$ cat src/rtl/uart_pkg.sv
// Shared UART line encodings and helpers, common to uart_rcv and uart_tnsm.
package uart_pkg;

    localparam int OS_RATE = 16;

    typedef enum logic [1:0] {
        FRAME_5 = 2'b00,
        FRAME_6 = 2'b01,
        FRAME_7 = 2'b10,
        FRAME_8 = 2'b11
    } frame_type_e;

    typedef enum logic [1:0] {
        PARITY_NONE     = 2'b00,
        PARITY_EVEN     = 2'b01,
        PARITY_ODD      = 2'b10,
        PARITY_NONE_ALT = 2'b11
    } parity_type_e;

    // Plain constants rather than an enum keeps the encoding stable for older tooling.
    typedef logic [2:0] uart_rcv_state_e;
    localparam uart_rcv_state_e ST_IDLE   = 3'd0;
    localparam uart_rcv_state_e ST_START  = 3'd1;
    localparam uart_rcv_state_e ST_DATA   = 3'd2;
    localparam uart_rcv_state_e ST_PARITY = 3'd3;
    localparam uart_rcv_state_e ST_STOP1  = 3'd4;
    localparam uart_rcv_state_e ST_STOP2  = 3'd5;

    function automatic logic [3:0] frame_size(input frame_type_e ft);
        return 4'd5 + {2'b00, ft};
    endfunction

    function automatic logic parity_enabled(input parity_type_e pt);
        return ^pt;
    endfunction

    // Bits arrive LSB first into the MSB of a right-shifting register.
    function automatic logic [7:0] align_data(input logic [7:0] sr, input logic [3:0] n);
        return sr >> (4'd8 - n);
    endfunction

endpackage

$ cat src/rtl/uart_sync.sv
// Multi-flop synchronizer for an asynchronous single-bit input, configurable reset value.
module uart_sync #(
    parameter int   STAGES    = 2,
    parameter logic RESET_VAL = 1'b1
) (
    input  logic clk,
    input  logic arst_n,
    input  logic d,
    output logic q
);

    logic [STAGES-1:0] chain;

    always_ff @(posedge clk or negedge arst_n) begin
        if (!arst_n) begin
            chain <= {STAGES{RESET_VAL}};
        end else begin
            chain <= {chain[STAGES-2:0], d};
        end
    end

    assign q = chain[STAGES-1];

endmodule

$ cat src/rtl/uart_rcv.sv
// UART receiver: 16x oversampled start/data/parity/stop recovery with error flags.
// Optional macro UART_RCV_MAJORITY_EN: 2-of-3 majority vote of samples at os_cnt 7/8/9.
module uart_rcv #(
    parameter int OS_RATE     = uart_pkg::OS_RATE,
    parameter int SYNC_STAGES = 2
) (
    input  logic       clk,
    input  logic       arst_n,
    input  logic       active,
    input  logic       rx,
    input  logic [1:0] frame_type,
    input  logic [1:0] parity_type,
    input  logic       stop_type,
    input  logic       rcv_clk_en,
    output logic [7:0] data,
    output logic       data_valid,
    output logic       parity_err,
    output logic       frame_err,
    output logic       busy
);
    import uart_pkg::*;

    localparam logic [3:0] LAST_TICK = 4'(OS_RATE - 1);
`ifdef UART_RCV_MAJORITY_EN
    localparam logic [3:0] SAMPLE_TICK = 4'd9;
`else
    localparam logic [3:0] SAMPLE_TICK = 4'd8;
`endif

    logic            rx_s;
    logic            bit_val;
    logic            sample_tick;
    logic            bound_tick;
    logic            armed;
    uart_rcv_state_e state;
    logic [3:0]      os_cnt;
    logic [3:0]      bitcnt;
    logic [7:0]      shift_r;
    logic            par_acc;
    logic            parity_err_r;
    logic            frame_err_r;
    logic            stop_r;
    frame_type_e     frame_r;
    parity_type_e    par_r;

    uart_sync #(
        .STAGES    (SYNC_STAGES),
        .RESET_VAL (1'b1)
    ) u_sync (
        .clk    (clk),
        .arst_n (arst_n),
        .d      (rx),
        .q      (rx_s)
    );

    assign sample_tick = rcv_clk_en && (os_cnt == SAMPLE_TICK);
    assign bound_tick  = rcv_clk_en && (os_cnt == LAST_TICK);
    assign busy        = (state != ST_IDLE);

`ifdef UART_RCV_MAJORITY_EN
    logic samp7;
    logic samp8;

    // The two earlier votes are captured on their ticks; the third is live rx_s at os_cnt 9.
    always_ff @(posedge clk or negedge arst_n) begin
        if (!arst_n) begin
            samp7 <= 1'b1;
            samp8 <= 1'b1;
        end else if (rcv_clk_en) begin
            if (os_cnt == 4'd7) samp7 <= rx_s;
            if (os_cnt == 4'd8) samp8 <= rx_s;
        end
    end

    assign bit_val = (samp7 & samp8) | (samp7 & rx_s) | (samp8 & rx_s);
`else
    assign bit_val = rx_s;
`endif

    always_ff @(posedge clk or negedge arst_n) begin
        if (!arst_n) begin
            state        <= ST_IDLE;
            os_cnt       <= 4'd0;
            bitcnt       <= 4'd0;
            armed        <= 1'b0;
            shift_r      <= 8'd0;
            par_acc      <= 1'b0;
            parity_err_r <= 1'b0;
            frame_err_r  <= 1'b0;
            stop_r       <= 1'b0;
            frame_r      <= FRAME_5;
            par_r        <= PARITY_NONE;
            data         <= 8'd0;
            data_valid   <= 1'b0;
            parity_err   <= 1'b0;
            frame_err    <= 1'b0;
        end else begin
            data_valid <= 1'b0;
            if (rcv_clk_en) os_cnt <= os_cnt + 4'd1;

            case (state)
                ST_IDLE: begin
                    // armed only re-sets on a high line, so a held break cannot retrigger.
                    if (rx_s) armed <= 1'b1;
                    if (rcv_clk_en && active && armed && !rx_s) begin
                        os_cnt  <= 4'd0;
                        armed   <= 1'b0;
                        frame_r <= frame_type_e'(frame_type);
                        par_r   <= parity_type_e'(parity_type);
                        stop_r  <= stop_type;
                        state   <= ST_START;
                    end
                end
                ST_START: begin
                    if (sample_tick && bit_val) begin
                        state <= ST_IDLE;
                    end else if (bound_tick) begin
                        bitcnt       <= 4'd0;
                        par_acc      <= 1'b0;
                        parity_err_r <= 1'b0;
                        frame_err_r  <= 1'b0;
                        shift_r      <= 8'd0;
                        state        <= ST_DATA;
                    end
                end
                ST_DATA: begin
                    if (sample_tick) begin
                        shift_r <= {bit_val, shift_r[7:1]};
                        par_acc <= par_acc ^ bit_val;
                        bitcnt  <= bitcnt + 4'd1;
                    end else if (bound_tick && (bitcnt == frame_size(frame_r))) begin
                        state <= parity_enabled(par_r) ? ST_PARITY : ST_STOP1;
                    end
                end
                ST_PARITY: begin
                    if (sample_tick) begin
                        parity_err_r <= (par_r == PARITY_ODD) ? ~(par_acc ^ bit_val)
                                                              :  (par_acc ^ bit_val);
                    end else if (bound_tick) begin
                        state <= ST_STOP1;
                    end
                end
                ST_STOP1: begin
                    // A single stop bit completes at its sample so the next start edge is not missed.
                    if (sample_tick) begin
                        frame_err_r <= !bit_val;
                        if (!stop_r) begin
                            data       <= align_data(shift_r, frame_size(frame_r));
                            parity_err <= parity_enabled(par_r) & parity_err_r;
                            frame_err  <= !bit_val;
                            data_valid <= 1'b1;
                            state      <= ST_IDLE;
                        end
                    end else if (bound_tick && stop_r) begin
                        state <= ST_STOP2;
                    end
                end
                ST_STOP2: begin
                    if (sample_tick) begin
                        data       <= align_data(shift_r, frame_size(frame_r));
                        parity_err <= parity_enabled(par_r) & parity_err_r;
                        frame_err  <= frame_err_r | !bit_val;
                        data_valid <= 1'b1;
                        state      <= ST_IDLE;
                    end
                end
                default: begin
                    state <= ST_IDLE;
                end
            endcase
        end
    end

endmodule

$ cat config.mk
export PLATFORM = sky130hd
export DESIGN_NAME = uart_rcv
export DESIGN_NICKNAME = d
export VERILOG_FILES = /design/src/rtl/uart_pkg.sv /design/src/rtl/uart_sync.sv /design/src/rtl/uart_rcv.sv
export SDC_FILE = /design/constraint.sdc
export NUM_CORES = 1
export LEC_CHECK = 0
export CORE_MARGIN = 2
export CORE_UTILIZATION = 31
export DETAILED_ROUTE_END_ITERATION = 8
export GPL_ROUTABILITY_DRIVEN = 0
export GPL_TIMING_DRIVEN = 0
export PLACE_DENSITY = 0.59
export RECOVER_POWER = 50
export SYNTH_ARGS = -nofsm -noshare
export SYNTH_HDL_FRONTEND = slang
export SYNTH_SLANG_ARGS = --single-unit
$ cat constraint.sdc
create_clock -name clk -period 4.53 [get_ports clk]
set_input_delay 1.359 -clock clk [delete_from_list [all_inputs] [get_ports clk]]
set_output_delay 1.359 -clock clk [all_outputs]
set_load 0.01 [all_outputs]
; After elaboration in Yosys (flattened, before gate mapping)
; Index checks and enable logic that the tools add are counted.
[totals]
in_bits = 10
reg_bits = 41
[classes]
n_shift = 1
n_bitwise = 4
n_reduce_logical = 24
eq_ne = 24
mux = 51
n_addsub = 4
[ops]
columns = operator, count
row1 = $mux W8, 6
row2 = $mux W3, 12
row3 = $pmux W8 S2, 2
row4 = $mux W4, 6
row5 = $ne A2 B2 Y1 const B, 12
row6 = $pmux W3 S6, 1
row7 = $mux W1, 17
row8 = $reduce_and A4 Y1, 4
row9 = $pmux W1 S2, 6
row10 = $reduce_bool A2 Y1, 5
row11 = $ne A3 B3 Y1 const B, 3
row12 = $reduce_and A9 Y1, 1
row13 = $add A4 B1 Y4 const B, 2
row14 = $eq A4 B4 Y1 const B, 2
row15 = $logic_and A1 B1 Y1, 8
row16 = $pmux W4 S2, 1
row17 = $shr A8 B4 Y8, 1
row18 = $eq A3 B2 Y1 const B, 2
row19 = $eq A3 B3 Y1 const B, 2
row20 = $add A3 B2 Y4 const A, 1
row21 = $eq A4 B4 Y1, 1
row22 = $reduce_and A2 Y1, 2
row23 = $sub A4 B4 Y4 const A, 1
row24 = $eq A3 B1 Y1 const B, 1
row25 = other kinds (9), 9

; Logic depth before layout (Yosys ltp)
; Gate-level depths: netlist of run 1.
[logic_depth]
word_depth = 6
mapped_depth = 9
mapped_depth_nobuf = 7

; By module
; Synthesis of run 1 repeated with hierarchy kept, for this count alone.
[unflattened]
cells_unflattened = 195
hier_area_um2 = 2203.4
[by_module_without_submodules]
columns = mod, seq_area_each_um2, instances, cells_per_inst, area_each_um2
row1 = uart_rcv, 975.9, 1, 193, 2150.8
row2 = uart_sync, 52.6, 1, 2, 52.6

; Worst setup path before layout of run 1
; OpenSTA, ideal clock, no wires.
[synth_path]
path_type = input -> register
from = input port rcv_clk_en
to = register data[4]
setup_time_ns = 0.127
arrival_ns = 2.519
slack_ns = 1.883
path_stages = 7
required_ns = 4.403
cell_sequence = buf_6 and4b_1 buf_6 nand2_2 nor2_4 buf_4 mux2_1
[synth_between]
elab_chain_len = 3
word_cells_on_any_way = 4
cone_classes = eq/ne: 2 / reduce/logical: 2
[synth_rtl]
columns = element, line_no
row1 = from (decl), uart_rcv.sv:14  ; input logic rcv_clk_en,
row2 = $logic_and A1 B1 Y1 *, uart_rcv.sv:56  ; assign sample_tick = rcv_clk_en && (os_cnt == SAMPLE_TICK);
row3 = $ne A2 B2 Y1 (no source line), n/a
row4 = $reduce_and A4 Y1 (no source line) *, n/a
row5 = to (signal assigned), uart_rcv.sv:148  ; data <= align_data(shift_r, frame_size(frame_r));
row6 = to (signal assigned), uart_rcv.sv:160  ; data <= align_data(shift_r, frame_size(frame_r));
row7 = to (decl), uart_rcv.sv:15  ; output logic [7:0] data,
; Every way passes the cells marked *; elsewhere a longest branch is shown, timed or not.
; A chain may end at the register's enable or synchronous reset.

; Worst setup path in the final report of run 1
; Ends and elaborated chain as after synthesis.

==> impl_results.md, run 1 <==
- Drt via density: about 5.0
- DRC viols: 0
- Clk slew on worst S/H paths: about 80 ps
- Number of flops mapped to enable cells by yosys: 0
- Yosys warning count: 0
- Synth Instances: between 150 and 200
- Worst skew pair latency: 300 ps
- Layout Skew: 6.74 ps
- Row Count: 30
- H-tree lvl count: 2
- Fin crit period: between 3000 and 4000 ps
- Initial antenna violation count: 0
- Peak supply drop: 0.129 mV
- Power Dens Cells: 518 nW/um^2
- Total gr overflow: 0
- Top area cells in the synthesized netlist: dfrtp_1, mux2_2, mux4_2
- Routed via count: 1,479
- CP Class: primary input to register
- Netlist cell types: 45
- First-pass GRT wire length: 7110 um
- Height of the die: 86.7 um
- Setup repair bufs after CTS: 0
- CTS tree: built
- Global Route Usage Sum: 12.2%
- Max cap viols: 0
- CTS Sinks: 41
- Run status: complete, no violations
- Synth top area share: 46.0%
- Fin cells: between 200 and 300
- Vias in the first global route: around 1,400
- Die Area: 7520 um^2
- Largest net degree at the start of global routing: 26
- CP Capture Type: register
- I/O pin count: 22
- Buffers added on ports: 20
- Mean Syn Cell Area: 11.3 um^2
- Pre-CTS setup slack: 1540 ps
- Routed WL per cell: 13.7 um
- Layout Nets: 231
- F_max: 303 MHz
- # diodes: 0
- Syn-to-layout area delta: 17.4%
- TNS Setup: 0 ps
- Fill cell count: 668
- Synth cell count leaders: dfrtp_1, nor2_1, nand2_1, mux2_2, a22o_1
- Setup-failing EPs final: 0
- Core area: 6720 um^2
- Pre-antenna DRT Iters: 4
- Worst setup margin: 1230 ps
- Synth Register Bits: ~40
- Reg-to-reg slack, setup: between 1500 and 2000 ps
- Main synth FF type: dfrtp_1
- Hold Slack: 358 ps
- DRT antenna net count: 0
- Hold buffers post-CTS: 0
- Iter 0 DRT Violations: 85
- Asr flop ratio synth: 100%
- Final Max Slew Viols: 0
- Fin util: between 30% and 40%
- Worst EP required: 4720 ps
- Slew Limit Headroom: 11.4%
- Clk buf depth: 2
- CP Max Fanout: 10
- Sequential-to-total area share from yosys stat: between 40% and 50%
- RSZ-0062 raised after global routing: false
- Cell Area, Synth: about 2100 um^2
- Critical Path AT: 3480 ps
- Post_cts resized: 0
- TritonCTS Buffers: 5
- Placed Cells: 289
- HPWL after detailed placement: 2960 um
- Final Cycle Share: 72.8%
- Fin. Hold Viols: 0
- Most numerous cell in the Yosys netlist: dfrtp_1
- Worst-Margin Slew: 1330 ps
- Initial Util: 31.6%
- Share of cells above drive strength 1: 16.6%
- Seq. cell area: 1030 um^2
- HP Class: register to register
- Chip width: a little under 90 um
- Final WL: 4080 um
- LEAKAGE: ~0.0011 uW
- Synth area leader: dfrtp_1
- Worst setup SP type: primary input
- Multi-input logic area: 977 um^2
- CTS root buf: clkbuf_8
- Post-Synthesis Net Count: 203
-- worst max-delay path, cell delays in order --
cell	delay [ps]
clkbuf_1	280
and4b_1	240
clkbuf_1	350
nand2_1	170
nor2_1	500
buf_4	270
mux2_1	320
-- path summary, 6_finish.rpt --
kind,start,endpoint,cells after the start
hold / removal,u_sync.chain[0],u_sync.chain[1],0
setup / recovery,rcv_clk_en,data[4],7
max in group asynchronous,arst_n,bitcnt[2],2
setup reg to reg,os_cnt[0],data[4],8
min in group asynchronous,arst_n,data[5],1
hold reg to reg,u_sync.chain[0],u_sync.chain[1],0
-- cells by family (layout without fill, tap and decap cells) --
kind of cell	Yosys count	count (layout)	synth area share (%)
simple gates	54	54	13.6
mux	20	20	13.1
xor+xnor	7	7	2.89
fa+ha+maj	5	5	2.95
flops	41	41	48.5
compound gates	41	41	14.0
buf+inv	20	49	5.01
-- final cells by class --
type	instances	area share [%]
Multi-Input combinational cell	127	39.2
Inverter	8	1.21
Clock buffer	6	3.31
Timing Repair Buffer	21	7.94
Sequential cell	41	41.3
Buffer	12	2.46
Tap cell	80	4.02
Clock inverter	2	0.552
-- where the power goes --
group          switching [uW]  leakage, uW  internal (uW)  total [uW]
combinational             266     0.000496            240         506
clock                     128    0.0000512            123         252
sequential               79.1     0.000534            453         532
total                     474      0.00108            816        1290
-- flip-flops by register name (all words and copies together) (netlist names), 2 cells and up --
signal        count
data              8
shift_r           8
bitcnt            4
os_cnt            4
state             3
frame_r           2
par_r             2
u_sync.chain      2
-- metrics by stage --
step | total power, uW | cell area (um^2)
6_report | 1290 | 2490
4_1_cts | 1320 | 2530
3_5_place_dp | 1060 | 2440
2_1_floorplan | 915 | 2120
5_1_grt | 1400 | 2490
3_3_place_gp | 1050 | 2420
-- metal layers --
metal / wire length (um) / part of all wire, % / GRT usage (%)
met4: 33 / 0.81 / 5.97
met5: 0 / 0 / 0
met2: 1960 / 48 / 18.4
met3: 136 / 3.3 / 2.38
met1: 1950 / 48 / 16.8
-- cells in the final DEF (no fill, tap or decap), types with 2 or more instances in the layout --
cell             instances
dfrtp_1                 39
nor2_1                  18
clkdlybuf4s50_1         18
nand2_1                 14
mux2_2                  10
a22o_1                   9
inv_1                    8
clkbuf_1                 8
a21oi_1                  8
o21ai_0                  7
clkbuf_8                 6
mux4_2                   5
o21ai_1                  5
ha_1                     5
buf_2                    4
xor2_1                   4
nand3b_1                 4
xnor2_1                  3
nand2b_1                 3
mux2_1                   3
nor2b_1                  3
mux2i_1                  2
nand4_1                  2
a31oi_1                  2
nand3_1                  2
o41ai_1                  2
dfstp_2                  2
(Power assumes the default switching activity.)
==> run 2, diff against run 1 <==
clock period = 3.4 ns   (was 4.53 ns; I/O delays follow)
==> run 2 against run 1 <==
Compared with the run above:
- critical path depth unchanged
- clock skew is essentially flat
- first-iteration DRC count did not move
- core utilization up 0.11 points
- final cell count unchanged
- design area up 0.30%
- clock-buffer cell count stayed put
- worst hold slack barely moved
- sequential power increased by 33%
- combinational power up 33%
- die area unchanged
- worst setup slack got worse by 570 ps
- highest routed layer unchanged
==> impl_results.md, run 2 (synthesized netlist as in run 1, its figures left out) <==
- Run status: complete, no violations
- Biggest regs: data: 8 flops, shift_r: 8 flops
- Clk buf depth: 2 (unchanged)
- Max cap viols: 0 (unchanged)
- CTS root buf: clkbuf_8
- CTS Sinks: 41 (unchanged)
- Share of cells above drive strength 1: 17.1% (+0.46 points)
- Core area: 6720 um^2 (unchanged)
- Peak supply drop: 0.172 mV (+33%)
- Stages on the worst setup path: 7 (unchanged)
- Post_cts resized: 0 (unchanged)
- # diodes: 0 (unchanged)
- Routed via count: 1,471 (-0.54%)
- LEAKAGE: 0.00109 uW (+0.45%)
- Fin. Hold Viols: 0 (unchanged)
- Busiest grt layer: met2
- Clk slew on worst S/H paths: 80 ps (about the same)
- Final WL: 4100 um (+0.34%)
- Critical Path AT: 2930 ps (-550 ps)
- Worst EP required: 3590 ps (-1130 ps)
- Power Dens Cells: 688 nW/um^2 (+33%)
- Syn-to-layout area delta: 17.7%
- H-tree lvl count: 2 (unchanged)
- Layout Nets: 231 (unchanged)
- Final Cycle Share: 80.6%
- CP Class: primary input to register
- Worst skew pair latency: 300 ps (about the same)
- I/O pin count: 22 (unchanged)
- Die Area: 7520 um^2 (unchanged)
- Slew Limit Headroom: 11.4% (+0.023 points)
- R2R cell count: 8 (unchanged)
- Initial Util: 31.6% (unchanged)
- Fin cells: 297 (unchanged)
- Vias in the first global route: 1,448 (unchanged)
- Row Count: 30 (unchanged)
- Setup-failing EPs final: 0 (unchanged)
- RSZ-0062 raised after global routing: false
- Worst-Margin Slew: 1330 ps (-0.354 ps)
- GR Layer Usage met1: 16.8% (unchanged)
- Fill cell count: 667 (-0.15%)
- CTS tree: built
- Iter 0 DRT Violations: 85 (unchanged)
- TNS Setup: 0 ps (unchanged)
- Height of the die: 86.7 um (unchanged)
- Placed Cells: 289 (unchanged)
- Pre-antenna DRT Iters: 4 (unchanged)
- Setup repair bufs after CTS: 0 (unchanged)
- CP Capture Type: register
- Worst Hold Launch: u_sync.chain[0]
- First-pass GRT wire length: 7110 um (unchanged)
- Chip width: 86.7 um (unchanged)
- Worst setup SP type: primary input
- HPWL after detailed placement: 2960 um (unchanged)
- Met2 Track Usage GR: 18.4% (unchanged)
- Worst Path Buf+Inv: 3 (unchanged)
- Buffers added on ports: 20 (unchanged)
- Fin crit period: 2740 ps
- CP Max Fanout: 10 (unchanged)
- Worst-path cell chain: buf_6, and4b_1, clkbuf_1, nand2_1, nor2_1, buf_4, mux2_1
- Crit-path slowest cell: nor2_1
- Hold buffers post-CTS: 0 (unchanged)
- Initial antenna violation count: 0 (unchanged)
- Most frequent cells in the layout: dfrtp_1, nor2_1, clkdlybuf4s50_1, nand2_1, mux2_2
- TritonCTS Buffers: 5 (unchanged)
- HP Class: register to register
- Global Route Usage Sum: 12.2% (unchanged)
- Routed WL per cell: 13.8 um (+0.34%)
- DRC viols: 0 (unchanged)
- Most common cell after layout, fill and taps aside: dfrtp_1
- Max stage delay on crit path: 500 ps (about the same)
- Met3 track demand over resource: 2.38% (unchanged)
- Worst r2r src: os_cnt[0]
- Crit path max-delay family: simple AND/OR/NAND/NOR gates
- Worst setup path start: rcv_clk_en
- Largest net degree at the start of global routing: 26 (unchanged)
- Hold depth: 0 (unchanged)
- Drt via density: 4.95 (-0.54%)
- Final Max Slew Viols: 0 (unchanged)
- F_max: 365 MHz
- Total gr overflow: 0 (unchanged)
- DRT antenna net count: 0 (unchanged)
- Layout Skew: 7.18 ps (+0.439 ps)
-- run 2: cell count changes in the layout (fill, tap and decap cells not counted) --
cell | before | now
buf_6 | 1 | 2
clkbuf_1 | 8 | 7
-- run 2: stage by stage --
stage                     hold WS (ps)  area [um^2]  total power (uW)  utilization [%]  setup WS [ps]
after floorplan                    345         2120              1220                -           1090
after global placement             346         2420              1390             36.1            218
after detailed placement           347         2440              1410             36.3            745
after CTS                          360         2530              1760             37.7            672
after global routing               368         2500              1870             37.2            417
final                              358         2500              1720             37.2            661
-- run 2: path summary, 6_finish.rpt --
check	end	slack (ps)
setup / recovery	data[4]	660
max in group asynchronous	bitcnt[2]	870
setup reg to reg	data[4]	840
min in group asynchronous	data[5]	820
hold / removal	u_sync.chain[1]	360
hold reg to reg	u_sync.chain[1]	360
-- run 2: area by class of cell --
| type | instances | area (um^2) | share of cell area, % |
|---|---|---|---|
| multi-input cells | 127 | 977 | 39.1 |
| flip-flops and latches | 41 | 1030 | 41.2 |
| repair buffers | 21 | 198 | 7.91 |
| clock inverters | 2 | 13.8 | 0.551 |
| clock buffers | 6 | 82.6 | 3.30 |
| inverters | 8 | 30.0 | 1.20 |
| well taps | 80 | 100 | 4.01 |
| plain buffers | 12 | 68.8 | 2.75 |
-- run 2: metal layers --
layer  wire, um  part of all wire, %
met5          0                    0
met4         33                 0.81
met3        112                  2.7
met2       1960                   48
met1       1990                   49
-- run 2: power by group --
part           leakage (uW)  internal (uW)  total (uW)  switching (uW)
Sequential         0.000534            603         709             105
Combinational      0.000500            321         675             354
Clock             0.0000512            164         335             170
Total               0.00109           1090        1720             630
